## src/rtl/divider_pkg.sv

```systemverilog
// Shared types and constants for the divider sequencer.
package divider_pkg;

  localparam int unsigned DIV_WIDTH = 32;
  localparam int unsigned DIV_ITER  = 32;

  typedef enum logic [1:0] {
    ST_IDLE = 2'd0,
    ST_LOAD = 2'd1,
    ST_RUN  = 2'd2,
    ST_FIX  = 2'd3
  } state_t;

  // Quotient reported when a zero divisor is short-circuited.
  localparam logic [DIV_WIDTH-1:0] DIV_ZERO_QUOTIENT = '1;

endpackage

```

## src/rtl/divider_ctrl_if.sv

```systemverilog
// Request/result handshake plus the divider_32 hookup for divider_ctrl.
interface divider_ctrl_if #(
  parameter int unsigned WIDTH = 32
);

  logic             in_start;
  logic [WIDTH-1:0] in_dividend;
  logic [WIDTH-1:0] in_divisor;
  logic             out_busy;
  logic             out_done;
  logic [WIDTH-1:0] out_quotient;
  logic [WIDTH-1:0] out_remainder;
  logic             out_div_zero;
  logic             out_div_reset;
  logic [WIDTH-1:0] out_div_dividend;
  logic [WIDTH-1:0] out_div_divisor;
  logic [WIDTH-1:0] in_div_quotient;
  logic [WIDTH-1:0] in_div_remainder;

  // Requester and divider_32 side.
  modport master (
    output in_start, in_dividend, in_divisor, in_div_quotient, in_div_remainder,
    input  out_busy, out_done, out_quotient, out_remainder, out_div_zero,
           out_div_reset, out_div_dividend, out_div_divisor
  );

  // Sequencer side.
  modport slave (
    input  in_start, in_dividend, in_divisor, in_div_quotient, in_div_remainder,
    output out_busy, out_done, out_quotient, out_remainder, out_div_zero,
           out_div_reset, out_div_dividend, out_div_divisor
  );

endinterface

```

## src/rtl/div_sign_fix.sv

```systemverilog
// Conditional two's-complement negator: invert the operand and feed the flag in as carry.
module div_sign_fix #(
  parameter int unsigned WIDTH = 32
) (
  input  logic [WIDTH-1:0] in_value,
  input  logic             in_negate,
  output logic [WIDTH-1:0] out_value_c
);

  logic [WIDTH-1:0] operand_c;

  assign operand_c   = in_value ^ {WIDTH{in_negate}};
  assign out_value_c = operand_c + WIDTH'(in_negate);

endmodule

```

## src/rtl/divider_ctrl.sv

```systemverilog
// Sequencer for the iterative restoring divider: latch operands, run WIDTH iterations, sign-correct.
// Define DIVIDER_CTRL_ZERO_DETECT_EN to short-circuit zero divisors without starting the divider.
module divider_ctrl
  import divider_pkg::*;
#(
  parameter int unsigned WIDTH = DIV_WIDTH,
  parameter int unsigned CNT_W = 6
) (
  input logic           clk,
  input logic           in_reset,
  divider_ctrl_if.slave bus
);

  state_t           state, state_d;
  logic [CNT_W-1:0] cnt, cnt_d;
  logic [WIDTH-1:0] dividend_q, divisor_q;
  logic [WIDTH-1:0] quot_q, quot_d, rem_q, rem_d;
  logic [WIDTH-1:0] fix_quot_c, fix_rem_c;
  logic             neg_q_q, neg_r_q, zero_q;
  logic             busy_q, busy_d, done_q, done_d;
  logic             div_zero_q, div_zero_d, div_reset_q, div_reset_d;
  logic             accept_c, start_zero_c;

  assign accept_c = (state == ST_IDLE) && bus.in_start;

`ifdef DIVIDER_CTRL_ZERO_DETECT_EN
  assign start_zero_c = (bus.in_divisor == '0);
`else
  assign start_zero_c = 1'b0;
`endif

  div_sign_fix #(.WIDTH(WIDTH)) u_fix_quot (
    .in_value    (bus.in_div_quotient),
    .in_negate   (neg_q_q),
    .out_value_c (fix_quot_c)
  );

  div_sign_fix #(.WIDTH(WIDTH)) u_fix_rem (
    .in_value    (bus.in_div_remainder),
    .in_negate   (neg_r_q),
    .out_value_c (fix_rem_c)
  );

  // State and datapath registers.
  always_ff @(posedge clk) begin
    if (in_reset) begin
      state       <= ST_IDLE;
      cnt         <= '0;
      dividend_q  <= '0;
      divisor_q   <= '0;
      neg_q_q     <= 1'b0;
      neg_r_q     <= 1'b0;
      zero_q      <= 1'b0;
      busy_q      <= 1'b0;
      done_q      <= 1'b0;
      div_zero_q  <= 1'b0;
      div_reset_q <= 1'b1;
      quot_q      <= '0;
      rem_q       <= '0;
    end else begin
      state       <= state_d;
      cnt         <= cnt_d;
      busy_q      <= busy_d;
      done_q      <= done_d;
      div_zero_q  <= div_zero_d;
      div_reset_q <= div_reset_d;
      quot_q      <= quot_d;
      rem_q       <= rem_d;
      if (accept_c) begin
        dividend_q <= bus.in_dividend;
        divisor_q  <= bus.in_divisor;
        neg_q_q    <= bus.in_dividend[WIDTH-1] ^ bus.in_divisor[WIDTH-1];
        neg_r_q    <= bus.in_dividend[WIDTH-1];
        zero_q     <= start_zero_c;
      end
    end
  end

  // Next-state logic; RUN exits after the edge where the counter reads WIDTH-1.
  always_comb begin
    state_d = state;
    unique case (state)
      ST_IDLE: if (bus.in_start) state_d = start_zero_c ? ST_FIX : ST_LOAD;
      ST_LOAD: state_d = ST_RUN;
      ST_RUN:  if (cnt == CNT_W'(WIDTH - 1)) state_d = ST_FIX;
      ST_FIX:  state_d = ST_IDLE;
      default: state_d = ST_IDLE;
    endcase
  end

  // Next values of the registered outputs and counter.
  always_comb begin
    cnt_d       = cnt;
    busy_d      = busy_q;
    done_d      = 1'b0;
    div_zero_d  = div_zero_q;
    div_reset_d = (state_d == ST_LOAD);
    quot_d      = quot_q;
    rem_d       = rem_q;
    unique case (state)
      ST_LOAD: begin
        cnt_d  = '0;
        busy_d = 1'b1;
      end
      ST_RUN:  cnt_d = cnt + CNT_W'(1);
      ST_FIX: begin
        quot_d     = zero_q ? WIDTH'(DIV_ZERO_QUOTIENT) : fix_quot_c;
        rem_d      = zero_q ? dividend_q : fix_rem_c;
        div_zero_d = zero_q;
        done_d     = 1'b1;
        busy_d     = 1'b0;
      end
      default: ;
    endcase
  end

  assign bus.out_busy         = busy_q;
  assign bus.out_done         = done_q;
  assign bus.out_quotient     = quot_q;
  assign bus.out_remainder    = rem_q;
  assign bus.out_div_zero     = div_zero_q;
  assign bus.out_div_reset    = div_reset_q;
  assign bus.out_div_dividend = dividend_q;
  assign bus.out_div_divisor  = divisor_q;

endmodule
```

## src/flat_wrapper.sv

```systemverilog
// flat-port wrapper written by rule: the top's interface ports become plain ports
module divider_ctrl_flat import divider_pkg::*;
#(
  parameter int unsigned WIDTH = DIV_WIDTH,
  parameter int unsigned CNT_W = 6
)
  (clk, in_reset, bus_in_start, bus_in_dividend, bus_in_divisor, bus_in_div_quotient, bus_in_div_remainder, bus_out_busy, bus_out_done, bus_out_quotient, bus_out_remainder, bus_out_div_zero, bus_out_div_reset, bus_out_div_dividend, bus_out_div_divisor);
  divider_ctrl_if #(.WIDTH(WIDTH)) bus_i ();
  input logic clk;
  input logic in_reset;
  input wire logic [$bits(bus_i.in_start)-1:0] bus_in_start;
  input wire logic [$bits(bus_i.in_dividend)-1:0] bus_in_dividend;
  input wire logic [$bits(bus_i.in_divisor)-1:0] bus_in_divisor;
  input wire logic [$bits(bus_i.in_div_quotient)-1:0] bus_in_div_quotient;
  input wire logic [$bits(bus_i.in_div_remainder)-1:0] bus_in_div_remainder;
  output wire logic [$bits(bus_i.out_busy)-1:0] bus_out_busy;
  output wire logic [$bits(bus_i.out_done)-1:0] bus_out_done;
  output wire logic [$bits(bus_i.out_quotient)-1:0] bus_out_quotient;
  output wire logic [$bits(bus_i.out_remainder)-1:0] bus_out_remainder;
  output wire logic [$bits(bus_i.out_div_zero)-1:0] bus_out_div_zero;
  output wire logic [$bits(bus_i.out_div_reset)-1:0] bus_out_div_reset;
  output wire logic [$bits(bus_i.out_div_dividend)-1:0] bus_out_div_dividend;
  output wire logic [$bits(bus_i.out_div_divisor)-1:0] bus_out_div_divisor;
  assign bus_i.in_start = bus_in_start;
  assign bus_i.in_dividend = bus_in_dividend;
  assign bus_i.in_divisor = bus_in_divisor;
  assign bus_i.in_div_quotient = bus_in_div_quotient;
  assign bus_i.in_div_remainder = bus_in_div_remainder;
  assign bus_out_busy = bus_i.out_busy;
  assign bus_out_done = bus_i.out_done;
  assign bus_out_quotient = bus_i.out_quotient;
  assign bus_out_remainder = bus_i.out_remainder;
  assign bus_out_div_zero = bus_i.out_div_zero;
  assign bus_out_div_reset = bus_i.out_div_reset;
  assign bus_out_div_dividend = bus_i.out_div_dividend;
  assign bus_out_div_divisor = bus_i.out_div_divisor;
  divider_ctrl #(.WIDTH(WIDTH), .CNT_W(CNT_W)) u_core (.clk(clk), .in_reset(in_reset), .bus(bus_i));
endmodule
```

## config.mk

```make
export PLATFORM = sky130hd
export DESIGN_NAME = divider_ctrl_flat
export DESIGN_NICKNAME = d
export VERILOG_FILES = /design/src/rtl/divider_pkg.sv /design/src/rtl/divider_ctrl_if.sv /design/src/rtl/div_sign_fix.sv /design/src/rtl/divider_ctrl.sv /design/src/flat_wrapper.sv
export SDC_FILE = /design/constraint.sdc
export NUM_CORES = 1
export LEC_CHECK = 0
export ABC_AREA = 1
export BUFFER_PORTS_ARGS = -buffer_cell sky130_fd_sc_hd__buf_2
export CORE_MARGIN = 5
export CORE_UTILIZATION = 58
export CTS_BUF_LIST = sky130_fd_sc_hd__clkbuf_2
export CTS_CLUSTER_SIZE = 14
export DETAILED_ROUTE_END_ITERATION = 7
export PLACE_DENSITY = 0.95
export SLEW_MARGIN = 5
export SYNTH_ARGS = -nofsm -noshare
export SYNTH_HDL_FRONTEND = slang
export SYNTH_HIERARCHICAL = 1
export SYNTH_SLANG_ARGS = --single-unit
```

## constraint.sdc

```tcl
create_clock -name clk -period 2.9 [get_ports clk]
set_input_delay 0.29 -clock clk [delete_from_list [all_inputs] [get_ports clk]]
set_output_delay 0.29 -clock clk [all_outputs]
set_load 0.05 [all_outputs]
```

==> flow_summary.toml <==
[place]
place_congestion = 0.9460
dp.final_hpwl_um = 19020
place_area_mm2 = 0.009686
io_buffers = 261

[synthesis]
yosysSeqAreaShare = 0.3271
yosysWarningCount = 6
netlist_area_mm2 = 0.008569
yosys.area_share.simple = 0.4690
synthArstFlopShare = 0
syn-num-nets = 1575
synth.area.mux_share = 0
syn_avg_cell_area_um2 = 5.976
ys.flop_type = "dfxtp_1"
synthCells = 1434
synth_edf_count = 0
synthAdderAreaFrac = 0.01460
synth_top_family_by_area = "simple AND/OR/NAND/NOR gates"
ys_types = 29
synthXorXnorAreaFrac = 0.03475
ys_seq_elements = 140
synth_compound_area_frac = 0.04468

[finish]
fin_area_mm2 = 0.01106
most-common-layout-cells = "nand2_1 (631), buf_2 (261), nor2_1 (225)"
area_delta_synth_final_pct = 29.11
multiInputGateArea_mm2 = 0.004828
fin_util = 0.7613
design.final.nets = 1909
register_area_mm2 = 0.002804
drive_gt1_frac = 0.1921
final_common_cell = "nand2_1"
n_fill_cell = 1073

[critical_path]
r2r-start = "u_core/state[0]$_SDFF_PP0_"
cp_max_fo = 42
regToRegSetupSlack_ps = 430
cp.arrival_ps = 3150
path_class = "reg -> reg"
r2r_end = "u_core/bus.out_div_dividend[31]$_SDFFE_PP0P_"
start_kind = "register"
critical_path_required_ps = 3580
end_kind = "register"
ff2ff_path_depth = 7

[floorplanning]
rows = 44
die_height_um = 131.6
start_util = 0.5896
die_w_um = 131.6
coreArea_mm2 = 0.01453
dieArea_mm2 = 0.01731
ioPinCount = 263

[min_path]
hold_start = "bus_in_div_remainder[28]"
holdPathEnd = "u_core/bus.out_remainder[28]$_SDFFE_PP0P_"
holdPathStages = 7
holdCritPathClass = "in -> reg"

[route]
vias = 10574
viasPerCell = 5.378
drc = 0
wl_per_cell_um = 15.60
dr.pass1.iters = 6
drtIter0Drc = 1291
drt-total-wl_um = 30660
antenna_left = 0

[clock_network]
path_clk_slew_ps = 220
cts_num_sinks = 140
cts_made_buffers = 17
cts-root-buf = "clkbuf_2"
cts_resized = 0
clkLatencyLatePin_ps = 740
max-clock-path-buffers = 2
cts_tree = "yes"
htree_levels = 4

[timing]
period_needed_ps = 2468
skew_ps = 29.21
finalCritPeriodShare = 0.8511
hold_slack_ps = 56.29
setup_tns_ps = 0
hold_viol_final = 0
worst_slew_pin_slew_ps = 738.5
max_freq_ghz = 0.4051
setup_viol = 0
max_slew_margin = 0.5076
maxSlewViolCount = 0
rsz0062_at_grt = "no"

[job]
max_cap_violations = 0

[global_routing]
grt_max_degree = 66
busiest_layer = "met2"
grt-ovfl-total = 0
antenna_found_initial = 1
track_usage = 0.3405
met1_usage = 0.4064
grt_pass1_wl_um = 49290
grt_pass1_vias = 9905
grt_use_met2 = 0.5717
met3_usage = 0.08142

[power]
peakVddDrop_mv = 0.2409
p_per_area_mw_per_mm2 = 513.8
power.leakage_nw = 6.088

[run_status]
outcome = "finished clean"
## area by class of cell
class | instances | area share
multi-input cells | 1116 | 0.4364
diodes | 2 | 0.0004523
inverters | 113 | 0.03856
clock buffers | 18 | 0.008142
repair buffers | 380 | 0.2230
flip-flops and latches | 140 | 0.2534
well taps | 184 | 0.02081
clock inverters | 13 | 0.01922
## power by group
part | internal [mW] | leakage (nW) | switching, mW
registers | 2.09 | 1.14 | 0.0986
logic | 0.571 | 4.76 | 1.47
clock network | 0.664 | 0.180 | 0.794
## how the worst max path moves through the flow
stage,startpoint,end,depth (start not counted)
after floorplan,u_core/bus.out_div_dividend[31]$_SDFFE_PP0P_,u_core/bus.out_remainder[22]$_SDFFE_PP0P_,13
after global placement,u_core/bus.out_div_dividend[31]$_SDFFE_PP0P_,u_core/bus.out_remainder[20]$_SDFFE_PP0P_,12
after detailed placement,u_core/neg_q_q$_SDFFE_PP0P_,u_core/bus.out_quotient[22]$_SDFFE_PP0P_,13
after CTS,u_core/state[0]$_SDFF_PP0_,u_core/bus.out_div_dividend[31]$_SDFFE_PP0P_,7
after global routing,u_core/state[0]$_SDFF_PP0_,u_core/bus.out_div_dividend[31]$_SDFFE_PP0P_,7
final,u_core/state[0]$_SDFF_PP0_,u_core/bus.out_div_dividend[31]$_SDFFE_PP0P_,7
## repair_timing
item	CTS	global route
hold endpoints to repair	110	0
hold buffers	107	0
setup buffers	0	0
## logic make-up after synthesis
logic type,after synthesis
AOI/OAI and AO/OA,75
and+or+nand+nor,996
buffers and inverters,178
xor gates and xnor gates,34
DFF,140
adders and majority gates,10
other,1
## critical path, stage by stage (launching register included)
cell and delay (ps):
dfxtp_1 400, inv_1 120, ha_1 170, nand2_2 230, inv_2 630, nand2_1 150, a21oi_1 150, dlygate4sd3_1 550
## registers in the layout, summed over array words and instances, names as in the netlist
name	flops
u_core/bus.out_remainder	32
u_core/bus.out_done	1
u_core/bus.out_quotient	32
u_core/cnt	6
u_core/state	2
u_core/neg_q_q	1
u_core/bus.out_busy	1
u_core/bus.out_div_reset	1
u_core/bus.out_div_dividend	32
u_core/bus.out_div_divisor	32
## layer usage
layer,up-vias,part of all wire
met5,-,0
met2,726,0.47
met1,4684,0.38
li1,5037,-
met4,0,0.047
met3,127,0.097
## synthesized netlist by cell type (9+ instances only)
cell / number / area [um2]
buf_4: 16 / 120.1
inv_1: 106 / 397.9
ha_1: 10 / 125.1
dfxtp_1: 140 / 2803
nand2_1: 631 / 2369
o21ai_0: 46 / 230.2
nor2_4: 9 / 101.4
buf_2: 23 / 115.1
nor2_1: 225 / 844.6
o21ai_1: 20 / 100.1
xor2_1: 32 / 280.3
nand3_1: 92 / 460.4
buf_6: 21 / 236.5
nor2_2: 17 / 106.4
## per-stage QoR
stage | power, mW | setup slack, ps | std cells
2_1_floorplan | 3.627 | 1145 | 1434
3_5_place_dp | 4.034 | 755.2 | 1826
4_1_cts | 5.571 | 507.7 | 1964
5_1_grt | 5.939 | 232.2 | 1965
3_3_place_gp | 3.998 | 788.2 | 1826
6_report | 5.685 | 431.8 | 1966
Power figures use the tool's default switching activity.
